<file path="config.mk">
export PLATFORM = sky130hd
export DESIGN_NAME = dmem_access_unit
export DESIGN_NICKNAME = d
export VERILOG_FILES = /design/src/rtl/dmem_access_unit.sv
export SDC_FILE = /design/constraint.sdc
export NUM_CORES = 1
export LEC_CHECK = 0
export CORE_ASPECT_RATIO = 0.5
export CORE_UTILIZATION = 43
export CTS_BUF_LIST = sky130_fd_sc_hd__clkbuf_8
export DETAILED_ROUTE_END_ITERATION = 10
export PLACE_DENSITY = 0.83
export SLEW_MARGIN = 40
export SYNTH_ARGS = -nofsm -noshare
export SYNTH_HDL_FRONTEND = slang
export SYNTH_SLANG_ARGS = --single-unit
</file>
<file path="constraint.sdc">
create_clock -name clk -period 2.5 [get_ports clk]
set_clock_uncertainty 0.15 [all_clocks]
set_input_delay 0.5 -clock clk [delete_from_list [all_inputs] [get_ports clk]]
set_output_delay 0.5 -clock clk [all_outputs]
set_load 0.03 [all_outputs]
</file>
<file path="src/rtl/dmem_access_unit.sv">
// dmem_access_unit
// MEM-stage data-memory access unit for the pipelined MIPS core.
// Decodes the MEM-stage load/store, builds byte enables and lane-replicated
// store data, runs one req/ack transaction on the data bus at a time while
// stalling the pipeline, and hands completed loads to the WB-stage handler.
//
// Optional feature: define DMEM_ALIGN_CHECK_EN to trap misaligned accesses
// (adel/ades pulse, bad_vaddr capture, no bus cycle). With it undefined,
// misaligned half/word accesses are silently aligned down and proceed.

module dmem_access_unit #(
    parameter int unsigned TIMEOUT = 64
) (
    input  logic        clk,
    input  logic        rst_n,
    input  logic        mem_valid,
    input  logic [5:0]  mem_op,
    input  logic [31:0] mem_addr,
    input  logic [31:0] mem_wdata,
    output logic        stall,
    output logic        bus_req,
    output logic        bus_we,
    output logic [3:0]  bus_be,
    output logic [31:0] bus_addr,
    output logic [31:0] bus_wdata,
    input  logic        bus_ack,
    input  logic [31:0] bus_rdata,
    output logic        bus_err,
    output logic        ld_valid,
    output logic [5:0]  ld_instr,
    output logic [1:0]  ld_addr,
    output logic [31:0] ld_data,
    output logic        adel,
    output logic        ades,
    output logic [31:0] bad_vaddr
);

    localparam logic [5:0] OP_LB  = 6'h20;
    localparam logic [5:0] OP_LBU = 6'h24;
    localparam logic [5:0] OP_LH  = 6'h21;
    localparam logic [5:0] OP_LHU = 6'h25;
    localparam logic [5:0] OP_LW  = 6'h23;
    localparam logic [5:0] OP_SB  = 6'h28;
    localparam logic [5:0] OP_SH  = 6'h29;
    localparam logic [5:0] OP_SW  = 6'h2B;

    // TIMEOUT is at most 1023, so ten bits cover the wait counter.
    localparam int unsigned   CNT_W    = 10;
    localparam logic [CNT_W-1:0] CNT_LAST = CNT_W'(TIMEOUT - 1);

    typedef enum logic [0:0] {
        ST_IDLE = 1'b0,
        ST_BUSY = 1'b1
    } state_e;

    // Opcode decode results
    logic        is_load;
    logic        is_store;
    logic        size_byte;
    logic        size_half;
    logic        size_word;
    logic        is_access;
    logic        fault;
    logic        accept;
    logic [1:0]  eff_off;

    // Lane-steered request fields for the current MEM-stage access
    logic [3:0]  lane_be;
    logic [31:0] lane_wdata;

    // Sequential state
    state_e           state_q, state_d;
    logic [CNT_W-1:0] cnt_q, cnt_d;
    logic             req_q, req_d;
    logic             we_q, we_d;
    logic [3:0]       be_q, be_d;
    logic [31:0]      addr_q, addr_d;
    logic [31:0]      wdata_q, wdata_d;
    logic [5:0]       op_q, op_d;
    logic [1:0]       off_q, off_d;
    logic             err_q, err_d;
    logic             ldv_q, ldv_d;
    logic [5:0]       ldi_q, ldi_d;
    logic [1:0]       lda_q, lda_d;
    logic [31:0]      ldd_q, ldd_d;

`ifdef DMEM_ALIGN_CHECK_EN
    logic             misaligned;
    logic             adel_q, adel_d;
    logic             ades_q, ades_d;
    logic [31:0]      bad_q, bad_d;
`endif

    // Classify the MEM-stage opcode into load/store and access size.
    always_comb begin
        is_load   = 1'b0;
        is_store  = 1'b0;
        size_byte = 1'b0;
        size_half = 1'b0;
        size_word = 1'b0;
        case (mem_op)
            OP_LB, OP_LBU: begin
                is_load   = 1'b1;
                size_byte = 1'b1;
            end
            OP_LH, OP_LHU: begin
                is_load   = 1'b1;
                size_half = 1'b1;
            end
            OP_LW: begin
                is_load   = 1'b1;
                size_word = 1'b1;
            end
            OP_SB: begin
                is_store  = 1'b1;
                size_byte = 1'b1;
            end
            OP_SH: begin
                is_store  = 1'b1;
                size_half = 1'b1;
            end
            OP_SW: begin
                is_store  = 1'b1;
                size_word = 1'b1;
            end
            default: begin
            end
        endcase
    end

    assign is_access = mem_valid & (is_load | is_store);

`ifdef DMEM_ALIGN_CHECK_EN
    // Misaligned accesses trap, so the raw byte offset is used as-is.
    assign misaligned = (size_half & mem_addr[0]) | (size_word & (mem_addr[1:0] != 2'b00));
    assign fault      = is_access & misaligned;
    assign eff_off    = mem_addr[1:0];
`else
    // Misaligned accesses are aligned down to their natural size.
    assign fault      = 1'b0;
    assign eff_off    = size_word ? 2'b00 :
                        size_half ? {mem_addr[1], 1'b0} :
                                    mem_addr[1:0];
`endif

    assign accept = is_access & ~fault;

    // Build byte enables and replicate store data onto every lane it may hit.
    always_comb begin
        lane_be    = 4'b1111;
        lane_wdata = '0;
        if (is_store) begin
            if (size_byte) begin
                lane_be    = 4'b0001 << eff_off;
                lane_wdata = {4{mem_wdata[7:0]}};
            end else if (size_half) begin
                lane_be    = eff_off[1] ? 4'b1100 : 4'b0011;
                lane_wdata = {2{mem_wdata[15:0]}};
            end else begin
                lane_be    = 4'b1111;
                lane_wdata = mem_wdata;
            end
        end
    end

    // Transaction FSM: issue in IDLE, wait for ack or timeout in BUSY, and
    // produce the combinational pipeline stall.
    always_comb begin
        state_d = state_q;
        cnt_d   = cnt_q;
        req_d   = req_q;
        we_d    = we_q;
        be_d    = be_q;
        addr_d  = addr_q;
        wdata_d = wdata_q;
        op_d    = op_q;
        off_d   = off_q;
        err_d   = 1'b0;
        ldv_d   = 1'b0;
        ldi_d   = ldi_q;
        lda_d   = lda_q;
        ldd_d   = ldd_q;
        stall   = 1'b0;
`ifdef DMEM_ALIGN_CHECK_EN
        adel_d  = 1'b0;
        ades_d  = 1'b0;
        bad_d   = bad_q;
`endif
        case (state_q)
            ST_IDLE: begin
                if (accept) begin
                    stall   = 1'b1;
                    req_d   = 1'b1;
                    we_d    = is_store;
                    be_d    = lane_be;
                    addr_d  = {mem_addr[31:2], 2'b00};
                    wdata_d = lane_wdata;
                    op_d    = mem_op;
                    off_d   = eff_off;
                    cnt_d   = '0;
                    state_d = ST_BUSY;
                end
`ifdef DMEM_ALIGN_CHECK_EN
                else if (fault) begin
                    adel_d = is_load;
                    ades_d = is_store;
                    bad_d  = mem_addr;
                end
`endif
            end
            ST_BUSY: begin
                if (bus_ack) begin
                    req_d   = 1'b0;
                    state_d = ST_IDLE;
                    if (!we_q) begin
                        ldv_d = 1'b1;
                        ldi_d = op_q;
                        lda_d = off_q;
                        ldd_d = bus_rdata;
                    end
                end else if (cnt_q == CNT_LAST) begin
                    req_d   = 1'b0;
                    err_d   = 1'b1;
                    state_d = ST_IDLE;
                    if (!we_q) begin
                        ldv_d = 1'b1;
                        ldi_d = op_q;
                        lda_d = off_q;
                        ldd_d = '0;
                    end
                end else begin
                    stall = 1'b1;
                    cnt_d = cnt_q + 1'b1;
                end
            end
            default: begin
                state_d = ST_IDLE;
                req_d   = 1'b0;
            end
        endcase
    end

    // State and registered outputs; reset abandons any transaction in flight.
    always_ff @(posedge clk or negedge rst_n) begin
        if (!rst_n) begin
            state_q <= ST_IDLE;
            cnt_q   <= '0;
            req_q   <= 1'b0;
            we_q    <= 1'b0;
            be_q    <= '0;
            addr_q  <= '0;
            wdata_q <= '0;
            op_q    <= '0;
            off_q   <= '0;
            err_q   <= 1'b0;
            ldv_q   <= 1'b0;
            ldi_q   <= '0;
            lda_q   <= '0;
            ldd_q   <= '0;
        end else begin
            state_q <= state_d;
            cnt_q   <= cnt_d;
            req_q   <= req_d;
            we_q    <= we_d;
            be_q    <= be_d;
            addr_q  <= addr_d;
            wdata_q <= wdata_d;
            op_q    <= op_d;
            off_q   <= off_d;
            err_q   <= err_d;
            ldv_q   <= ldv_d;
            ldi_q   <= ldi_d;
            lda_q   <= lda_d;
            ldd_q   <= ldd_d;
        end
    end

`ifdef DMEM_ALIGN_CHECK_EN
    // Alignment-exception pulses and the captured faulting address.
    always_ff @(posedge clk or negedge rst_n) begin
        if (!rst_n) begin
            adel_q <= 1'b0;
            ades_q <= 1'b0;
            bad_q  <= '0;
        end else begin
            adel_q <= adel_d;
            ades_q <= ades_d;
            bad_q  <= bad_d;
        end
    end

    assign adel      = adel_q;
    assign ades      = ades_q;
    assign bad_vaddr = bad_q;
`else
    assign adel      = 1'b0;
    assign ades      = 1'b0;
    assign bad_vaddr = '0;
`endif

    assign bus_req   = req_q;
    assign bus_we    = we_q;
    assign bus_be    = be_q;
    assign bus_addr  = addr_q;
    assign bus_wdata = wdata_q;
    assign bus_err   = err_q;
    assign ld_valid  = ldv_q;
    assign ld_instr  = ldi_q;
    assign ld_addr   = lda_q;
    assign ld_data   = ldd_q;

endmodule

</file>
==> impl_metrics.csv <==
group,metric,value,unit
floorplanning,start_util,45.6,%
worst_setup_path,worstReg2RegEnd,"bus_wdata[12]",
clocking,clk_pin_slew,0.07,ns
worst_setup_path,cp-startpoint,"cnt_q[7]",
finish,syn2layout_area_growth,50.5,%
floorplanning,fp.coreArea,12200,um2
routing,first_pass_iters,4,
outcome,violations,"setup timing",
routing,wl_per_cell,16.9,um
finish,final_util,68.6,%
run,cap_violations,0,
timing,final-hold-violation-count,0,
global_route,grt.total_usage,23.5,%
synth,avgSynthCellArea,10.9,um2
clocking,clock-sinks,129,
finish,layoutNonFillerInstCount,919,
power,p_leak,3.90,nW
synth,synthFlopType,"dfrtp_1",
timing,slew-limit-headroom,60.4,%
clocking,clk_path_buf_depth,2,
floorplanning,num_rows,28,
worst_setup_path,cp-end-kind,"primary output",
routing,drc,0,
synth,ys_warn_count,0,
worst_setup_path,rrSetupSlack,0.40,ns
worst_setup_path,r2r_cells,4,
worst_hold_path,hp-class,"register to register",
power,power,7.13,mW
power,peakVddDrop,0.431,mV
power,p_per_area,854,nW/um2
routing,via_per_inst,5.08,
global_route,grt_max_degree,73,
synth,synth_edf_count,0,
finish,nets,848,
timing,worstMarginPinSlew,0.592,ns
timing,worst_slack,-0.0413,ns
finish,regArea,3230,um2
worst_setup_path,crit_end,"stall",
global_route,grt_overflow,0,
finish,final_area,8360,um2
synth,synth_seq_cells,129,
placed_design,gp_congestion,0.836,
global_route,first_global_vias,4600,
floorplanning,dieArea,13400,um2
worst_setup_path,worstSetupStartpointType,"register",
placed_design,dp_hpwl,10900,um
placed_design,placed_area,7900,um2
worst_setup_path,arrival,1.89,ns
timing,finalSetupViolCount,1,
worst_setup_path,crit_type,"register to primary output",
synth,ys_async_sr_fraction,100,%
global_route,grt_pass1_wl,24000,um
finish,multi_input_area,2080,um2
worst_setup_path,timing.rr.start,"state_q",
routing,drtIter0Drc,325,
finish,drive_gt1_share,10.9,%
floorplanning,io_pins,253,
routing,drt.antenna.violating_nets,0,
synth,ys_types,46,
timing,setup_tns,-0.0413,ns
finish,n_antenna_cell,0,
timing,rsz0062_at_grt,"yes",
outcome,status,"finished with violations",
timing,max_freq,0.394,GHz
routing,drt_wl_total,15500,um
routing,vias,4665,
finish,fill_cells,893,
timing,slew_violations,0,
timing,period_needed,2.54,ns
worst_setup_path,worstPathRequired,1.85,ns
timing,min_period_over_period,102,%
floorplanning,fp.dieH,82.4,um
clocking,cts_made_buffers,17,
clocking,cts_tree,"yes",
synth,syn_inst,508,
clocking,clock-root-buffer,"clkbuf_8",
global_route,antenna_found_initial,0,
floorplanning,die_w,163,um
worst_setup_path,worstPathMaxFanout,2,
placed_design,io_buffers,216,
clocking,htree_levels,4,
clocking,clk_latency,0.43,ns
synth,seq_area_frac_synth,58.1,%
placed_design,dp.cells,884,
synth,synthesis.area,5550,um2
-- metal layers --
metal	track usage [%]	wire [um]
met3	6.44	954
met1	28.6	6580
met2	40.7	7630
met5	0	0
met4	8.97	324
-- sequential cells by signal, summed over array words and instances, names as in the netlist, 2 cells and up --
register   count
bus_wdata     32
op_q           6
off_q          2
cnt_q         10
bus_addr      30
ld_instr       6
ld_data       32
bus_be         4
ld_addr        2
-- through the flow --
stage                     worst slack, ns  hold slack (ns)
after CTS                         -0.0347            0.323
after global placement             0.0754            0.300
after detailed placement          -0.0256            0.305
final                             -0.0413            0.325
after global routing               -0.109            0.344
after floorplan                     0.228           0.0544
-- synthesized netlist by cell type (3+ instances only) --
| cell type | instances | share of area [%] |
|---|---|---|
| a22o_1 | 40 | 6.3 |
| buf_2 | 8 | 0.72 |
| nor3_1 | 4 | 0.36 |
| buf_1 | 3 | 0.20 |
| and3_1 | 3 | 0.34 |
| nor2_1 | 14 | 0.95 |
| buf_4 | 36 | 4.9 |
| a221o_1 | 8 | 1.4 |
| mux2i_1 | 16 | 2.9 |
| nand3b_1 | 3 | 0.41 |
| and2_0 | 4 | 0.45 |
| clkbuf_1 | 14 | 0.95 |
| o21ai_0 | 21 | 1.9 |
| nand2_1 | 123 | 8.3 |
| o21ai_1 | 4 | 0.36 |
| and2_1 | 7 | 0.79 |
| inv_1 | 5 | 0.34 |
| nor2b_1 | 6 | 0.68 |
| dfrtp_1 | 129 | 58 |
| mux2_2 | 16 | 3.2 |
| a21oi_1 | 8 | 0.72 |
| nand3_1 | 6 | 0.54 |
-- placed cells by master (no fill, tap or decap), types with 2 or more instances in the layout --
cell and n:
nor4_4 2, clkbuf_8 18, o21ai_1 3, o32a_1 2
and2_0 4, and2_1 7, a22o_1 40, nand4_1 2
mux2_2 16, nand2_1 122, a221o_1 8, dfrtp_1 129
bufinv_16 3, nand3b_1 3, clkinv_2 5, nor3_1 4
clkinvlp_4 3, nand3_1 6, conb_1 36, clkinv_4 2
nor2_1 14, clkdlybuf4s50_1 214, inv_1 5, a31oi_1 2
nor2b_1 6, a211oi_1 2, o21ai_0 21, mux2i_1 16
a21oi_1 8, and3_1 3, buf_4 20, buf_12 5
-- logic make-up (layout without fill, tap and decap cells) --
group / count (synthesis) / in the layout / share of synthesized area, %
other cells: 1 / 36 / 0.0675
xor+xnor: 2 / 2 / 0.315
buf+inv: 67 / 278 / 7.28
fa+ha+maj: 1 / 1 / 0.225
flops: 129 / 129 / 58.1
mux: 32 / 32 / 6.13
simple gates: 182 / 182 / 15.1
compound gates: 94 / 94 / 12.8
-- timing repair --
| action | in CTS | in global routing |
|---|---|---|
| hold endpoints to repair | 129 | 0 |
| gates resized for setup | 4 | 0 |
| endpoints found under the setup margin | 1 | 1 |
| buffers inserted | 2 | 0 |
| hold buffers | 1 | 0 |
| pin swaps | 3 | 0 |
-- critical path, stage by stage, from the launching register on --
cell and delay (ns):
dfrtp_1 0.38, or4_4 0.56, o31ai_4 0.25, nand2_2 0.11, buf_6 0.16
-- area by class of cell --
class	instances	area share [%]
clock buffer	18	2.96
clock inverter	14	1.96
inverter	5	0.225
multi-input combinational	347	24.9
sequential	129	38.6
tap	165	2.47
timing repair buffer	241	28.9
-- power by group --
part | switching (mW) | total (mW) | internal (mW) | leakage [nW]
Clock | 0.855 | 1.86 | 1.01 | 0.205
Sequential | 0.239 | 2.75 | 2.51 | 1.66
Combinational | 1.40 | 2.52 | 1.12 | 2.03
-- worst min-delay path by stage --
stage / from / to / slack [ns] / depth (start not counted)
after CTS: op_q[5] / op_q[5] / 0.32 / 1
after global routing: op_q[5] / op_q[5] / 0.34 / 1
after detailed placement: op_q[5] / op_q[5] / 0.31 / 1
after global placement: op_q[5] / op_q[5] / 0.30 / 1
final: op_q[5] / op_q[5] / 0.32 / 1
after floorplan: rst_n / bus_addr[10] / 0.05 / 0
Power figures use the tool's default switching activity.
